`config.mk`:
```
export PLATFORM = sky130hd
export DESIGN_NAME = regbus_master
export DESIGN_NICKNAME = d
export VERILOG_FILES = /design/src/rtl/regbus_master.sv
export SDC_FILE = /design/constraint.sdc
export NUM_CORES = 1
export LEC_CHECK = 0
export BUFFER_PORTS_ARGS = -buffer_cell sky130_fd_sc_hd__buf_2
export CAP_MARGIN = 0
export CORE_MARGIN = 8
export CORE_UTILIZATION = 48
export DETAILED_ROUTE_END_ITERATION = 8
export PLACE_DENSITY = 0.91
export SETUP_SLACK_MARGIN = 0.4
export SLEW_MARGIN = 20
export SYNTH_ARGS = -nofsm -noshare
export SYNTH_HDL_FRONTEND = slang
export SYNTH_SLANG_ARGS = --single-unit
```
`constraint.sdc`:
```
create_clock -name clk -period 2.1 [get_ports clk]
set_input_delay 0.105 -clock clk [delete_from_list [all_inputs] [get_ports clk]]
set_output_delay 0.105 -clock clk [all_outputs]
set_load 0.02 [all_outputs]
```
`src/rtl/regbus_master.sv`:
```
// Register-bus initiator: turns single/burst read and write commands into
// auto-incrementing single-cycle register-bus strobes, streaming write data
// in and registered read data out over valid/ready handshakes.
module regbus_master #(
    parameter int ADDR_W = 5,
    parameter int DATA_W = 32,
    parameter int LEN_W  = 5
) (
    input  logic              clk,
    input  logic              rst,
    input  logic              cmd_valid,
    output logic              cmd_ready,
    input  logic              cmd_write,
    input  logic [ADDR_W-1:0] cmd_addr,
    input  logic [LEN_W-1:0]  cmd_len,
    input  logic              wr_valid,
    output logic              wr_ready,
    input  logic [DATA_W-1:0] wr_data,
    output logic              rd_valid,
    input  logic              rd_ready,
    output logic [DATA_W-1:0] rd_data,
    output logic              rd_last,
    output logic              done,
    output logic              bus_cs,
    output logic              bus_wren,
    output logic [ADDR_W-1:0] bus_addr,
    output logic [DATA_W-1:0] bus_wdata,
    input  logic [DATA_W-1:0] bus_rdata
);

    typedef enum logic [2:0] {
        IDLE    = 3'd0,
        WR      = 3'd1,
        RD_ISS  = 3'd2,
        RD_WAIT = 3'd3,
        RD_OUT  = 3'd4,
        DONE    = 3'd5
    } state_t;

    state_t            state_q, state_d;
    logic [ADDR_W-1:0] addr_q, addr_d;
    logic [LEN_W-1:0]  len_q, len_d;
    logic [LEN_W-1:0]  beat_q, beat_d;
    logic              bus_cs_q, bus_cs_d;
    logic              bus_wren_q, bus_wren_d;
    logic [ADDR_W-1:0] bus_addr_q, bus_addr_d;
    logic [DATA_W-1:0] bus_wdata_q, bus_wdata_d;
    logic              rd_valid_q, rd_valid_d;
    logic [DATA_W-1:0] rd_data_q, rd_data_d;
    logic              rd_last_q, rd_last_d;

    logic [ADDR_W-1:0] addr_inc;
    logic [LEN_W-1:0]  beat_inc;

    // Address wraps modulo 2^ADDR_W; the beat counter only matters up to len_q.
    assign addr_inc = addr_q + 1'b1;
    assign beat_inc = beat_q + 1'b1;

    // Next-state, strobe generation and read-beat capture.
    always_comb begin
        state_d     = state_q;
        addr_d      = addr_q;
        len_d       = len_q;
        beat_d      = beat_q;
        bus_cs_d    = 1'b0;
        bus_wren_d  = 1'b0;
        bus_addr_d  = bus_addr_q;
        bus_wdata_d = bus_wdata_q;
        rd_valid_d  = rd_valid_q;
        rd_data_d   = rd_data_q;
        rd_last_d   = rd_last_q;
        cmd_ready   = 1'b0;
        wr_ready    = 1'b0;
        done        = 1'b0;

        case (state_q)
            IDLE: begin
                cmd_ready = 1'b1;
                if (cmd_valid) begin
                    addr_d = cmd_addr;
                    len_d  = cmd_len;
                    beat_d = '0;
                    if (cmd_write) begin
                        state_d = WR;
                    end else begin
                        // First read strobe goes out on the accepting edge.
                        state_d    = RD_ISS;
                        bus_cs_d   = 1'b1;
                        bus_addr_d = cmd_addr;
                    end
                end
            end
            WR: begin
                wr_ready = 1'b1;
                if (wr_valid) begin
                    bus_cs_d    = 1'b1;
                    bus_wren_d  = 1'b1;
                    bus_addr_d  = addr_q;
                    bus_wdata_d = wr_data;
                    addr_d      = addr_inc;
                    beat_d      = beat_inc;
                    // Final strobe is on the bus during the DONE cycle.
                    if (beat_q == len_q) begin
                        state_d = DONE;
                    end
                end
            end
            RD_ISS: begin
                state_d = RD_WAIT;
            end
            RD_WAIT: begin
                // Responder data is registered: valid one cycle after the strobe.
                rd_data_d  = bus_rdata;
                rd_valid_d = 1'b1;
                rd_last_d  = (beat_q == len_q);
                state_d    = RD_OUT;
            end
            RD_OUT: begin
                if (rd_ready) begin
                    rd_valid_d = 1'b0;
                    rd_last_d  = 1'b0;
                    if (rd_last_q) begin
                        state_d = DONE;
                    end else begin
                        addr_d     = addr_inc;
                        beat_d     = beat_inc;
                        state_d    = RD_ISS;
                        bus_cs_d   = 1'b1;
                        bus_addr_d = addr_inc;
                    end
                end
            end
            DONE: begin
                done    = 1'b1;
                state_d = IDLE;
            end
            default: begin
                state_d = IDLE;
            end
        endcase
    end

    // State and output registers; reset abandons any burst in flight.
    always_ff @(posedge clk) begin
        if (rst) begin
            state_q     <= IDLE;
            addr_q      <= '0;
            len_q       <= '0;
            beat_q      <= '0;
            bus_cs_q    <= 1'b0;
            bus_wren_q  <= 1'b0;
            bus_addr_q  <= '0;
            bus_wdata_q <= '0;
            rd_valid_q  <= 1'b0;
            rd_data_q   <= '0;
            rd_last_q   <= 1'b0;
        end else begin
            state_q     <= state_d;
            addr_q      <= addr_d;
            len_q       <= len_d;
            beat_q      <= beat_d;
            bus_cs_q    <= bus_cs_d;
            bus_wren_q  <= bus_wren_d;
            bus_addr_q  <= bus_addr_d;
            bus_wdata_q <= bus_wdata_d;
            rd_valid_q  <= rd_valid_d;
            rd_data_q   <= rd_data_d;
            rd_last_q   <= rd_last_d;
        end
    end

    assign bus_cs    = bus_cs_q;
    assign bus_wren  = bus_wren_q;
    assign bus_addr  = bus_addr_q;
    assign bus_wdata = bus_wdata_q;
    assign rd_valid  = rd_valid_q;
    assign rd_data   = rd_data_q;
    assign rd_last   = rd_last_q;

endmodule

```
==> flow_summary.yaml <==
synthesis:
  ys_types: 45
  syn_area_per_cell_um2: 7.99
  syn_nets: 552
  synth_top_area_share_pct: 48.5
  synth-edff-count: 0
  yosys.area.top_type: "dfxtp_1"
  yosys_warnings: 0
  ys.flop_type: "dfxtp_1"
  synth-async-reset-ratio_pct: 0
  ys_seq_area_share_pct: 48.5
  syn-cell-area_mm2: 0.00376
  synthTopCellsByArea: "dfxtp_1 49%, nand2_1 14%, a21oi_1 10%"
  syn-instance-count: 470
  synth_seq_cells: 91
grt:
  grt_pass1_vias: 4189
  antenna_found_initial: 0
  grt_pass1_wl_mm: 21.2
  grt_max_degree: 34
  grt_overflow_total: 0
  grt_usage_pct: 23.6
pwr:
  p_sw_uw: 1380
  p_comb_share_pct: 26.3
  clock_power_share_pct: 26.5
  p_sw_share_pct: 33.3
  ir_drop_v: 0.000433
  power.leakage_uw: 0.00236
  p_per_area_mw_per_mm2: 762
  pwr-share-seq_pct: 47.2
  internal_power_uw: 2760
sta:
  max-slew-margin-rel_pct: 60.3
  setup_viol: 0
  fin_crit_sh_pct: 79.3
  fmax_mhz: 601
  tns_ns: 0
  finalHoldViolCount: 0
  rsz0062_at_grt: "yes"
  slew_viol_final: 0
  finClkSkew_ns: 0.0116
  worst_pin_slew_ns: 0.579
  post-route-min-period_ns: 1.66
outcome:
  status: "finished, final reports clean"
clock_tree:
  numCtsBuffers: 9
  clkTransAtPathRegs_ns: 0.10
  clock_path_buffers: 2
  cts-htree-levels: 3
  cts_root_buf: "clkbuf_8"
  clkLatencyLatePin_ns: 0.35
  cts_tree: "yes"
  clock_sinks: 91
route:
  drt_iter0_drc: 338
  drc_errors: 0
  drt_wl_total_mm: 13.5
  ant_nets: 0
  wl_per_cell_um: 17.3
  vias: 4267
  vias_per_cell: 5.45
  dr.pass1.iters: 5
floorplanning:
  ioPinCount: 156
  core_area_mm2: 0.00765
  rows: 32
  die_width_um: 104
  die_area_mm2: 0.0109
  fp.dieH_um: 104
  initial_utilization_pct: 49.1
finish:
  finalInstanceArea_mm2: 0.00543
  drive_above_1_share_pct: 29.2
  diodes: 0
  finalNetCount: 758
  syn2layout_area_growth_pct: 44.5
place:
  finalWeightedCongestion: 0.889
  io_buffer_count: 155
  place_area_mm2: 0.00459
  hpwl_mm: 8.39
critical_path:
  worst_setup_path_end_kind: "register"
  worst-setup-path-type: "register to register"
  worstPathRequired_ns: 2.39
  startpoint_type: "register"
  critPathLaunch: "rd_last$_SDFFE_PP0P_"
  reg2reg_from: "rd_last$_SDFFE_PP0P_"
  crit_path_max_fanout: 10
  cp.arrival_ns: 1.95
hold_path:
  holdCritStartpoint: "bus_rdata[2]"
  hp-class: "input port to register"
job:
  cap_violations: 0
worst max-delay path: stages, from the launching register on:
cell and delay, ns:
dfxtp_1 0.37, nand2b_1 0.23, o32a_2 0.48, or3_1 0.37, a21oi_1 0.15
path summary, 6_finish.rpt:
| kind | cells past startpoint | slack, ns | to |
|---|---|---|---|
| worst min register to register | 2 | 0.46 | rd_data[30]$_SDFFE_PP0P_ |
| worst min-delay path | 3 | 0.02 | rd_data[2]$_SDFFE_PP0P_ |
| worst max-delay path | 4 | 0.44 | beat_q[4]$_SDFFE_PP0P_ |
| worst max register to register | 4 | 0.44 | beat_q[4]$_SDFFE_PP0P_ |
sequential cells by signal, indices dropped and copies added, names as in the netlist, 3 cells and up:
register   count
len_q          5
rd_data       32
state_q        3
bus_addr       5
bus_wdata     32
beat_q         5
addr_q         5
cells in the mapped netlist, types with 2 or more instances:
cell type,count
buf_2,10
nor2_1,20
nor4_1,2
dfxtp_1,91
a211oi_1,5
nor3b_1,2
a31oi_1,2
o21a_1,3
inv_1,7
buf_6,2
o211ai_1,3
nand2_1,137
nand3_1,7
or3_1,4
o21ai_0,13
clkbuf_1,19
and3_1,2
a21oi_1,75
o32ai_1,6
xor2_1,5
mux2i_1,9
nand4_1,3
or4_1,3
nor2b_1,8
o32a_1,2
ha_1,2
xnor2_1,2
nor3_1,5
and2_1,3
nand2b_1,3
power by group through the flow:
stage               Combinational, µW  Sequential [µW]  Clock (µW)
floorplan                         558             2060           0
detailed placement                935             1980           0
global route                     1180             1970        1170
finish                           1090             1950        1090
global placement                  912             1970           0
CTS                              1040             1940        1100
cell families after synthesis:
group | after synthesis | share of synthesized area (%)
DFF | 91 | 48.5
and+or+nand+nor | 201 | 22.9
AOI/OAI and AO/OA | 120 | 19.1
muxes | 9 | 2.40
adders and majority gates | 2 | 0.666
xor gates and xnor gates | 7 | 1.63
buffers and inverters | 40 | 4.83
layout make-up:
cell class,instances,area (µm²)
clock buffer,10,128
clock inverter,6,47.5
fill,571,2220
inverter,8,31.3
multi-input combinational,339,1790
sequential,91,1830
tap,102,128
timing repair buffer,227,1470
stage by stage:
step / instances / hold WS, ns / setup slack [ns] / utilization (%) / power [µW]
2_1_floorplan: 470 / 0.196 / 0.450 / - / 2610
3_3_place_gp: 705 / 0.341 / 0.334 / 60.0 / 2880
3_5_place_dp: 705 / 0.348 / 0.274 / 60.0 / 2920
4_1_cts: 782 / 0.00114 / 0.387 / 70.5 / 4090
5_1_grt: 783 / 0.00685 / 0.365 / 71.0 / 4320
6_report: 783 / 0.0188 / 0.435 / 71.0 / 4130
per-layer routing:
layer / routed length, µm / global-route usage (%) / vias to the layer above
li1: - / - / 2006
met1: 5200 / 25.3 / 1965
met2: 6510 / 40.4 / 245
met3: 1330 / 7.68 / 51
met4: 486 / 12.1 / 0
met5: 0 / 0 / -
cells in the final DEF, fill, tap and decap left out, types with 3 or more instances in the layout:
master / netlist / routed
or4_1: 3 / 3
clkinv_2: 0 / 3
nor2b_1: 8 / 7
xor2_1: 5 / 5
o21a_1: 3 / 3
a21oi_1: 75 / 75
dfxtp_1: 91 / 88
nand2_1: 137 / 137
o32ai_1: 6 / 6
nand4_1: 3 / 3
buf_4: 1 / 10
nor3_1: 5 / 4
clkbuf_8: 0 / 9
inv_1: 7 / 7
nand3_1: 7 / 7
a211oi_1: 5 / 5
or3_1: 4 / 4
mux2i_1: 9 / 9
o21ai_0: 13 / 13
buf_2: 10 / 155
dlygate4sd3_1: 0 / 60
nor2_1: 20 / 18
dfxtp_4: 0 / 3
o211ai_1: 3 / 3
repair_timing:
| action | in CTS | in global routing |
|---|---|---|
| hold endpoints to repair | 60 | 0 |
| hold buffers | 60 | 0 |
| buffers inserted | 1 | 1 |
| pin swaps | 1 | 2 |
| setup endpoints to repair | 48 | 53 |
| resized for setup | 8 | 9 |
Power figures use the tool's default switching activity.
